## config.mk

```make
export PLATFORM = sky130hd
export DESIGN_NAME = fpu_scheduler
export DESIGN_NICKNAME = d
export VERILOG_FILES = /design/src/rtl/fpu_scheduler.sv
export SDC_FILE = /design/constraint.sdc
export NUM_CORES = 1
export LEC_CHECK = 0
export CAP_MARGIN = 20
export CORE_MARGIN = 3
export CORE_UTILIZATION = 51
export CTS_CLUSTER_SIZE = 40
export DETAILED_ROUTE_END_ITERATION = 10
export PLACE_DENSITY_LB_ADDON = 0.2
export SYNTH_ARGS = -nofsm -noshare
export SYNTH_HDL_FRONTEND = slang
export SYNTH_SLANG_ARGS = --single-unit
```

## constraint.sdc

```tcl
create_clock -name clk -period 2.5 [get_ports clk]
set_input_delay 0.5 -clock clk [delete_from_list [all_inputs] [get_ports clk]]
set_output_delay 0.5 -clock clk [all_outputs]
set_load 0.01 [all_outputs]
```

## src/rtl/fpu_scheduler.sv

```systemverilog
// fpu_scheduler
//   Sequences the multi-cycle FPU units for the core controller. A one-cycle
//   go request with a 4-bit fpucontrol opcode selects a unit. The scheduler
//   then pulses start, counts the unit's fixed latency and strobes res_we.
//   A one-cycle valid follows, and the controller waits on it before advancing.
//
// Ports
//   clk         in   1  clock, rising edge
//   rstn        in   1  asynchronous reset, active low
//   go          in   1  request, sampled only in IDLE
//   fpucontrol  in   4  opcode, sampled with go
//   abort       in   1  synchronous cancel of the op in flight
//   start       out  1  one-cycle start pulse to the selected unit
//   unit_sel    out  3  0 addsub,1 mul,2 div,3 sqrt,4 cvt,5 cmp,6 sgn
//   res_we      out  1  one-cycle result-register write enable
//   valid       out  1  one-cycle completion pulse
//   busy        out  1  high whenever the FSM is not IDLE
//   illegal     out  1  pulses with valid for opcodes 4'hE/4'hF
//   overrun     out  1  sticky: go seen while busy, cleared only by reset
//   state_dbg   out  2  current FSM state (0 IDLE, 1 RUN, 2 DONE)
//
// Handshake: go is a single-cycle request and is accepted only in IDLE when
// abort is low. Exactly one valid pulse answers every accepted request unless
// an abort cancels it. A new go is legal from the cycle after valid onward.
module fpu_scheduler #(
    parameter int CNT_W      = 5,
    parameter int LAT_ADDSUB = 2,
    parameter int LAT_MUL    = 2,
    parameter int LAT_DIV    = 10,
    parameter int LAT_SQRT   = 12,
    parameter int LAT_CVT    = 1,
    parameter int LAT_CMP    = 0,
    parameter int LAT_SGN    = 0
) (
    input  logic       clk,
    input  logic       rstn,
    input  logic       go,
    input  logic [3:0] fpucontrol,
    input  logic       abort,
    output logic       start,
    output logic [2:0] unit_sel,
    output logic       res_we,
    output logic       valid,
    output logic       busy,
    output logic       illegal,
    output logic       overrun,
    output logic [1:0] state_dbg
);

    typedef enum logic [1:0] {
        IDLE = 2'd0,
        RUN  = 2'd1,
        DONE = 2'd2
    } state_t;

    state_t           state_q, state_d;
    logic [CNT_W-1:0] cnt_q, cnt_d;
    logic [3:0]       op_q, op_d;
    logic             first_q, first_d;
    logic             overrun_q, overrun_d;

    function automatic logic [2:0] unit_of(input logic [3:0] op);
        logic [2:0] u;
        case (op)
            4'h0, 4'h1:               u = 3'd0;
            4'h2:                     u = 3'd1;
            4'h3:                     u = 3'd2;
            4'h4:                     u = 3'd3;
            4'h5, 4'h6:               u = 3'd4;
            4'h7, 4'h8, 4'h9:         u = 3'd5;
            4'hA, 4'hB, 4'hC, 4'hD:   u = 3'd6;
            default:                  u = 3'd0;
        endcase
        return u;
    endfunction

    function automatic logic [CNT_W-1:0] lat_of(input logic [2:0] u);
        logic [CNT_W-1:0] l;
        case (u)
            3'd0:    l = CNT_W'(LAT_ADDSUB);
            3'd1:    l = CNT_W'(LAT_MUL);
            3'd2:    l = CNT_W'(LAT_DIV);
            3'd3:    l = CNT_W'(LAT_SQRT);
            3'd4:    l = CNT_W'(LAT_CVT);
            3'd5:    l = CNT_W'(LAT_CMP);
            default: l = CNT_W'(LAT_SGN);
        endcase
        return l;
    endfunction

    logic in_illegal;
    logic op_illegal;
    assign in_illegal = (fpucontrol[3:1] == 3'b111);
    assign op_illegal = (op_q[3:1] == 3'b111);

    always_ff @(posedge clk or negedge rstn) begin
        if (!rstn) begin
            state_q   <= IDLE;
            cnt_q     <= '0;
            op_q      <= '0;
            first_q   <= 1'b0;
            overrun_q <= 1'b0;
        end else begin
            state_q   <= state_d;
            cnt_q     <= cnt_d;
            op_q      <= op_d;
            first_q   <= first_d;
            overrun_q <= overrun_d;
        end
    end

    always_comb begin
        state_d   = state_q;
        cnt_d     = cnt_q;
        op_d      = op_q;
        first_d   = first_q;
        // A request that arrives while an op is in flight is dropped but remembered.
        overrun_d = overrun_q | (go && (state_q != IDLE));
        case (state_q)
            IDLE: begin
                // abort beats a simultaneous go
                if (go && !abort) begin
                    op_d = fpucontrol;
                    if (in_illegal) begin
                        state_d = DONE;
                    end else begin
                        cnt_d   = lat_of(unit_of(fpucontrol));
                        first_d = 1'b1;
                        state_d = RUN;
                    end
                end
            end
            RUN: begin
                first_d = 1'b0;
                if (abort) begin
                    state_d = IDLE;
                end else if (cnt_q == '0) begin
                    state_d = DONE;
                end else begin
                    cnt_d = cnt_q - 1'b1;
                end
            end
            DONE: begin
                state_d = IDLE;
            end
            default: begin
                state_d = IDLE;
            end
        endcase
    end

    // abort in the same cycle as the final count or the DONE cycle cancels the strobes.
    assign start     = (state_q == RUN) && first_q;
    assign res_we    = (state_q == RUN) && (cnt_q == '0) && !abort;
    assign valid     = (state_q == DONE) && !abort;
    assign illegal   = valid && op_illegal;
    assign busy      = (state_q != IDLE);
    assign unit_sel  = unit_of(op_q);
    assign overrun   = overrun_q;
    assign state_dbg = state_q;

endmodule
```

# Yosys cells after proc, flatten, opt, wreduce, memory -nomap -nowiden
# Memories as Yosys holds them, arrays and structs flattened.
# Index checks and enable logic that the tools add are counted.
# W data, S select, Z words.
[word_totals] ram_bits=0 register_bits=13 latch_bits=0 n_memories=2 wordCells=57 output_inout_bits=11 input_bits=8 romBits=96
[classes] n_div=0 n_shift=0 add_sub_neg=1 n_eq_ne=13 reduce_logical=18 mux=17 multipliers=0 bitwise=1 order_cmp=0
[mem_list] memory="(no name shown)" depth=16 word_bits=3 read_ports=1 rd_ports_with_merged_regs=0 wr=0 line_no="64" text="case (op)"
[mem_list] memory="(no name shown)" depth=16 word_bits=3 read_ports=1 rd_ports_with_merged_regs=0 wr=0 line_no="64"
[ops] op="$mux W5" count=4
[ops] op="$pmux W4 S4" count=1
[ops] op="$pmux W5 S2" count=1
[ops] op="$eq A3 B3 Y1 const B" count=3
[ops] op="$mux W3" count=3
[ops] op="$mux W2" count=4
[ops] op="$ne A2 B2 Y1 const B" count=4
[ops] op="$logic_and A1 B1 Y1" count=7
[ops] op="$eq A3 B2 Y1 const B" count=2
[ops] op="$logic_not A5 Y1" count=1
[ops] op="$reduce_and A5 Y1" count=1
[ops] op="$sub A5 B1 Y5 const B" count=1
[ops] op="$pmux W2 S2" count=1
[ops] op="$reduce_and A2 Y1" count=2
[ops] op="$reduce_bool A2 Y1" count=2
[ops] op="$eq A3 B1 Y1 const B" count=1
[ops] op="$logic_not A3 Y1" count=1
[ops] op="$ne A3 B3 Y1 const B" count=1
[ops] op="$reduce_and A3 Y1" count=1
[ops] op="$eq A2 B1 Y1 const B" count=1
[ops] op="$eq A2 B2 Y1 const B" count=1
[ops] op="$logic_not A2 Y1" count=1
[ops] op="$mux W1" count=2
[ops] op="$pmux W1 S2" count=1
[ops] op="3 further kinds" count=3

# Depth between registers and ports, before layout
# Gate-level depths: netlist of run 1.
[depth] depth_word=10 depth_mapped=6

# Worst setup path before layout of run 1
# No wires, ideal clock.
[synth_path] path_type="register to output" from="register cnt_q[0]" to="output port res_we" path_buffers=0 stages_incl_launch_ff=5 required_time_ns=2.000 t_arrival_ns=1.420 path_slack_ns=0.580 path_cell_list="dfrtp_1 inv_1 ha_1 or4b_1 nor3_1"
[synth_between] elab_chain_len=3
[synth_lines] element="from (decl)" line_no="57" text="logic [CNT_W-1:0] cnt_q, cnt_d;"
[synth_lines] element="from (signal assigned)" line_no="105" text="cnt_q <= cnt_d;"
[synth_lines] element="$logic_not A5 Y1" line_no="154" text="assign res_we = (state_q == RUN) && (cnt_q == '0) && !abort;"
[synth_lines] element="$logic_and A1 B1 Y1 (2 in a row)" line_no="154"
[synth_lines] element="to (decl)" line_no="42" text="output logic res_we,"
# No other way between the ends.

# Worst setup path in the final report of run 1
[layout_path] from="input port abort" to="output port illegal"
[layout_between] elab_chain_len=3
[layout_lines] element="from (decl)" line_no="39" text="input logic abort,"
[layout_lines] element="$logic_not A1 Y1" line_no="155" text="assign valid = (state_q == DONE) && !abort;"
[layout_lines] element="$logic_and A1 B1 Y1" line_no="155"
[layout_lines] element="$logic_and A1 B1 Y1" line_no="156" text="assign illegal = valid && op_illegal;"
[layout_lines] element="to (decl)" line_no="45" text="output logic illegal,"
# No other way between the ends.

==> flow_metrics.env, run 1 <==
export IMPL_path_common_cell="clkdlybuf4s50_1"
export IMPL_slew_violations=0
export IMPL_hp_start="overrun"
export IMPL_ios=19
export IMPL_avgSynthCellArea_um2=9.68
export IMPL_hpwl_um=1720
export IMPL_cp_slowest_cell="clkdlybuf4s50_1"
export IMPL_num_antenna_cells=0
export IMPL_worst_slew_pin_slew_ps=602
export IMPL_dr_pass1_iters=4
export IMPL_p_leak_nw=0.603
export IMPL_postSynthCellCount=107
export IMPL_power_internal_uw=603
export IMPL_slowest_delay_ps=530
export IMPL_path_clk_slew_ps=80
export IMPL_numPortBuffers=18
export IMPL_whs_ps=458
export IMPL_clk_latency_ps=270
export IMPL_crit_chain="clkdlybuf4s50_1, nor3b_1, and3_1, clkdlybuf4s50_1"
export IMPL_wirelength_um=2120
export IMPL_setup_tns_ps=0
export IMPL_rrSetupSlack_ps=440
export IMPL_die_width_um=51.1
export IMPL_place_congestion=0.881
export IMPL_utilization_pct=71.4
export IMPL_grt_max_degree=14
export IMPL_p_sw_share_pct=38.7
export IMPL_hold_depth=1
export IMPL_cts_root_buf="clkbuf_4"
export IMPL_rr_endpoint="cnt_q[2]"
export IMPL_htreeDepth=1
export IMPL_antenna_found_initial=0
export IMPL_cp_arrival_ps=1880
export IMPL_drtIter0Drc=17
export IMPL_ir_drop_uv=442
export IMPL_netlist_top_cells_count="ha_1 (14), dfrtp_1 (13), inv_1 (11)"
export IMPL_cap_violations=0
export IMPL_critPathMaxFanout=2
export IMPL_finalHoldViolCount=0
export IMPL_yosys_top_cells_area="dfrtp_1 (31%), ha_1 (17%), mux2_2 (4.3%)"
export IMPL_cts_max_path_buffers=2
export IMPL_placementRows=15
export IMPL_cts_sinks=13
export IMPL_async_flop_share_pct=100
export IMPL_outcome="complete, no violations"
export IMPL_viasPerCell=5.52
export IMPL_skew_ps=2.47
export IMPL_drc=0
export IMPL_ys_types=37
export IMPL_switchingPower_uw=381
export IMPL_netlist_area_leader_share_pct=31.4
export IMPL_seq_area_frac_synth_pct=31.4
export IMPL_yosys_area_top_type="dfrtp_1"
export IMPL_final_min_clock_period_ps=2380
export IMPL_cts_tree="built"
export IMPL_power_density_mw_per_mm2=757
export IMPL_nFillCells=151
export IMPL_rr_worst_depth=7
export IMPL_wl_per_cell_um=13.3
export IMPL_layout_nets=157
export IMPL_cp_end_kind="primary output"
export IMPL_ctsHoldBuffers=0
export IMPL_synth_most_common_cell="ha_1"
export IMPL_worst_setup_path_type="in2out"
export IMPL_grt_pass1_wl_um=3660
export IMPL_grt_util_all_layers_pct=18.3
export IMPL_synth_seq_cells=13
export IMPL_combPwrFrac_pct=50.9
export IMPL_synth_fp_nets=129
export IMPL_rsz0062_at_grt="no"
export IMPL_cts_buffers=3
export IMPL_pwr_share_seq_pct=35.9
export IMPL_drive_gt1_share_pct=14.9
export IMPL_antenna_left=0
export IMPL_setup_viol=0
export IMPL_vias=877
export IMPL_grt_pass1_vias=852
export IMPL_dieArea_mm2=0.00261
export IMPL_relSlewSlack_pct=59.7
export IMPL_dominantRegCellSynth="dfrtp_1"
export IMPL_p_clk_share_pct=13.2
export IMPL_critPathRequiredTime_ps=2000
export IMPL_startpoint_type="input port"
export IMPL_r2r_start="cnt_q[0]"
export IMPL_chipHeight_um=51.1
export IMPL_synth_area_mm2=0.00104
export IMPL_finalCritPeriodShare_pct=95.0
export IMPL_overflow=0
export IMPL_start_util_pct=56.9
export IMPL_synth_edf_count=0
export IMPL_fmax_mhz=421
export IMPL_core_mm2=0.00182
export IMPL_holdPathEnd="overrun"
export IMPL_ys_warn_count=0
export IMPL_area_growth_pct=25.5
export IMPL_holdCritPathClass="reg2reg"
## cells by family after synthesis
kind of cell,Yosys count,synth area share [%]
AOI/OAI and AO/OA,27,19.6
adders and majority gates,14,16.9
buffers and inverters,13,6.40
DFF,13,31.4
muxes,5,5.31
and+or+nand+nor,35,20.4
## power groups by stage
stage / clock network [mW] / registers, mW / logic, mW
after floorplan: 0 / 0.333 / 0.325
after global placement: 0 / 0.352 / 0.484
after detailed placement: 0 / 0.359 / 0.496
after CTS: 0.138 / 0.354 / 0.497
after global routing: 0.143 / 0.366 / 0.563
final: 0.130 / 0.354 / 0.501
## cell usage in the layout, fill, tap and decap left out, drive strengths merged, types with 3 or more instances in the layout
master	synthesis	routed
mux2	4	4
nand3	3	3
inv	11	11
o21ai	8	8
ha	14	14
clkdlybuf4s50	0	17
dfrtp	13	13
clkbuf	1	4
nor3	3	3
nand2	8	8
nor2	5	5
a21oi	3	3
buf	1	7
nand2b	4	4
## worst max-delay path, delay by kind of cell
| kind | cells | cell delay, ps |
|---|---|---|
| buf+inv | 2 | 950 |
| simple gates | 2 | 420 |
## worst max path at each step
stage	start	to	cells after the start
2_1_floorplan	cnt_q[0]	res_we	4
3_3_place_gp	abort	illegal	4
3_5_place_dp	fpucontrol[0]	cnt_q[3]	7
4_1_cts	op_q[1]	unit_sel[0]	6
5_1_grt	abort	illegal	4
6_report	abort	illegal	4
## routing by layer
layer | global-route usage [%] | share of wire (%)
met1 | 21.4 | 45
met2 | 32.4 | 48
met3 | 4.96 | 5.6
met4 | 5.38 | 0.71
met5 | 0 | 0
## state kept, by name, indices dropped and copies added (netlist names)
name,count
op_q,4
cnt_q,5
overrun,1
first_q,1
state_dbg,2
## layout make-up
type / instances / area (um^2) / share of cell area [%]
clock buffers: 4 / 26.3 / 2.02
inverters: 11 / 41.3 / 3.18
multi-input cells: 81 / 644 / 49.6
flip-flops and latches: 13 / 325 / 25.0
well taps: 25 / 31.3 / 2.41
repair buffers: 25 / 231 / 17.8
## what timing repair did
item / in CTS / in global routing
resized for setup: 1 / 0
buffers inserted: 0 / 1
setup endpoints to repair: 1 / 1
pin swaps: 0 / 0
## stage by stage
stage | total power [mW] | worst slack, ps | cell area, um^2 | instances
floorplan | 0.658 | 580 | 1040 | 107
global placement | 0.836 | 127 | 1270 | 154
detailed placement | 0.854 | 79.3 | 1270 | 154
CTS | 0.989 | 102 | 1290 | 158
global route | 1.07 | 12.1 | 1300 | 159
finish | 0.984 | 124 | 1300 | 159
Note: power is estimated with default switching activity, not from simulation.
==> run 2, diff against run 1 <==
--- a/config.mk
+++ b/config.mk
@@ -5,11 +5,12 @@
 export SDC_FILE = /design/constraint.sdc
 export NUM_CORES = 1
 export LEC_CHECK = 0
-export CAP_MARGIN = 20
+export CAP_MARGIN = 5
 export CORE_MARGIN = 3
 export CORE_UTILIZATION = 51
 export CTS_CLUSTER_SIZE = 40
 export DETAILED_ROUTE_END_ITERATION = 10
+export HOLD_SLACK_MARGIN = 0.12
 export PLACE_DENSITY_LB_ADDON = 0.2
 export SYNTH_ARGS = -nofsm -noshare
 export SYNTH_HDL_FRONTEND = slang
==> constraint.sdc (replaced) <==
create_clock -name clk -period 2.6 [get_ports clk]
set_input_delay 0.52 -clock clk [delete_from_list [all_inputs] [get_ports clk]]
set_output_delay 0.52 -clock clk [all_outputs]
set_load 0.01 [all_outputs]
==> run 2 against run 1 <==
Against the previous run:
- cell count is 1.3% lower
- largest power group unchanged
- first-iteration DRC count unchanged
- sequential share of layout area grew 0.29 points
- critical path type is now reg2out
- core utilization decreased by 0.82 points
- count of clock-buffer cells in the layout stayed put
- non-clock buffer count down 2
- highest routed layer unchanged
- critical endpoint is now res_we
- clock power increased by 3%
- final area shrank 1.2%
- total power is 2.8% lower
- worst hold slack better by 10 ps
==> flow_metrics.env, run 2 (synthesis gave the netlist of run 1 again) <==
export IMPL_outcome="complete, no violations"
export IMPL_cp_top_family="simple AND/OR/NAND/NOR gates"
export IMPL_largest_register_ffs=5
export IMPL_grt_max_degree=14
export IMPL_area_growth_pct=24.0
export IMPL_cp_slowest_cell="or4b_1"
export IMPL_relSlewSlack_pct=60.8
export IMPL_finalHoldViolCount=0
export IMPL_cts_max_path_buffers=2
export IMPL_grt_pass1_wl_um=3850
export IMPL_antenna_left=0
export IMPL_crit_buf_inv=2
export IMPL_finalCritPeriodShare_pct=94.7
export IMPL_skew_ps=1.84
export IMPL_hp_start="overrun"
export IMPL_rrSetupSlack_ps=480
export IMPL_slowest_delay_ps=480
export IMPL_fmax_mhz=406
export IMPL_dp_slack_ps=130
export IMPL_start_util_pct=56.9
export IMPL_cts_sinks=13
export IMPL_ctsResizeCount=1
export IMPL_r2r_start="cnt_q[0]"
export IMPL_cts_setup_buffers=0
export IMPL_cap_violations=0
export IMPL_ios=19
export IMPL_drtIter0Drc=17
export IMPL_setup_tns_ps=0
export IMPL_final_min_clock_period_ps=2460
export IMPL_largest_register="cnt_q"
export IMPL_cts_tree="built"
export IMPL_antenna_found_initial=0
export IMPL_path_clk_slew_ps=80
export IMPL_layout_nets=155
export IMPL_dr_pass1_iters=4
export IMPL_utilization_pct=70.6
export IMPL_chipHeight_um=51.1
export IMPL_wl_per_cell_um=14.2
export IMPL_cts_buffers=3
export IMPL_cp_end_kind="primary output"
export IMPL_total_power_uw=957
export IMPL_overflow=0
export IMPL_final_common_cell="clkdlybuf4s50_1"
export IMPL_cts_root_buf="clkbuf_4"
export IMPL_grt_pass1_vias=884
export IMPL_die_width_um=51.1
export IMPL_place_congestion=0.867
export IMPL_crit_chain="inv_1, ha_1, or4b_1, nor3_1, dlygate4sd2_1"
export IMPL_viasPerCell=5.76
export IMPL_worst_setup_path_type="reg2out"
export IMPL_rr_endpoint="cnt_q[2]"
export IMPL_vias=904
export IMPL_grt_util_all_layers_pct=19.6
export IMPL_ir_drop_uv=525
export IMPL_rsz0062_at_grt="no"
export IMPL_power_density_mw_per_mm2=745
export IMPL_rr_worst_depth=7
export IMPL_p_leak_nw=0.594
export IMPL_worst_slew_pin_slew_ps=586
export IMPL_holdCritPathClass="reg2reg"
export IMPL_core_mm2=0.00182
export IMPL_ctsHoldBuffers=0
export IMPL_htreeDepth=1
export IMPL_placementRows=15
export IMPL_startpoint_type="flip-flop"
export IMPL_holdPathEnd="overrun"
export IMPL_critPathRequiredTime_ps=2080
export IMPL_whs_ps=468
export IMPL_clk_latency_ps=290
export IMPL_num_antenna_cells=0
export IMPL_wirelength_um=2230
export IMPL_slew_violations=0
export IMPL_setup_slack_ps=139
export IMPL_hpwl_um=1770
export IMPL_numPortBuffers=18
export IMPL_nFillCells=157
export IMPL_dieArea_mm2=0.00261
export IMPL_hold_depth=1
export IMPL_setup_viol=0
export IMPL_drive_gt1_share_pct=13.6
export IMPL_cp_arrival_ps=1940
export IMPL_critPathMaxFanout=4
export IMPL_drc=0
export IMPL_final_cell_mix="clkdlybuf4s50_1 (17), ha_1 (14), dfrtp_1 (13)"
## run 2: cell count changes in the layout (fill, tap and decap cells not counted), sizes merged
cell  delta
buf      -2
## run 2: worst max path at each step
stage                  startpoint  endpoint  slack, ps  cells after the start
floorplan                cnt_q[0]    res_we        660                      4
global placement            abort   illegal        190                      4
detailed placement  fpucontrol[0]  cnt_q[3]        130                      7
CTS                      cnt_q[0]    res_we        130                      5
global route             cnt_q[0]    res_we         30                      5
finish                   cnt_q[0]    res_we        140                      5
## run 2: per-layer routing
metal	up-vias	global-route usage (%)	share of wire, %
met1	435	21.7	43
met3	5	5.54	6.1
met5	-	0	0
met4	0	8.07	1.4
met2	29	34.8	50
li1	435	-	-
## run 2: layout make-up
class / count / area (um^2) / share of cell area, %
Sequential cell: 13 / 325 / 25.3
Multi-Input combinational cell: 81 / 644 / 50.1
Inverter: 11 / 41.3 / 3.21
Clock buffer: 4 / 26.3 / 2.04
Tap cell: 25 / 31.3 / 2.43
Timing Repair Buffer: 23 / 216 / 16.8
## run 2: power by group
| part | total (mW) | internal, mW | leakage (nW) | switching, mW |
|---|---|---|---|---|
| sequential | 0.339 | 0.269 | 0.160 | 0.0692 |
| combinational | 0.484 | 0.246 | 0.419 | 0.239 |
| clock | 0.134 | 0.0598 | 0.0150 | 0.0738 |
| total | 0.957 | 0.575 | 0.594 | 0.382 |
## run 2: metrics by stage
step | instance area (um^2) | cells
after floorplan | 1040 | 107
after global placement | 1260 | 153
after detailed placement | 1260 | 153
after CTS | 1280 | 157
after global routing | 1280 | 157
final | 1280 | 157
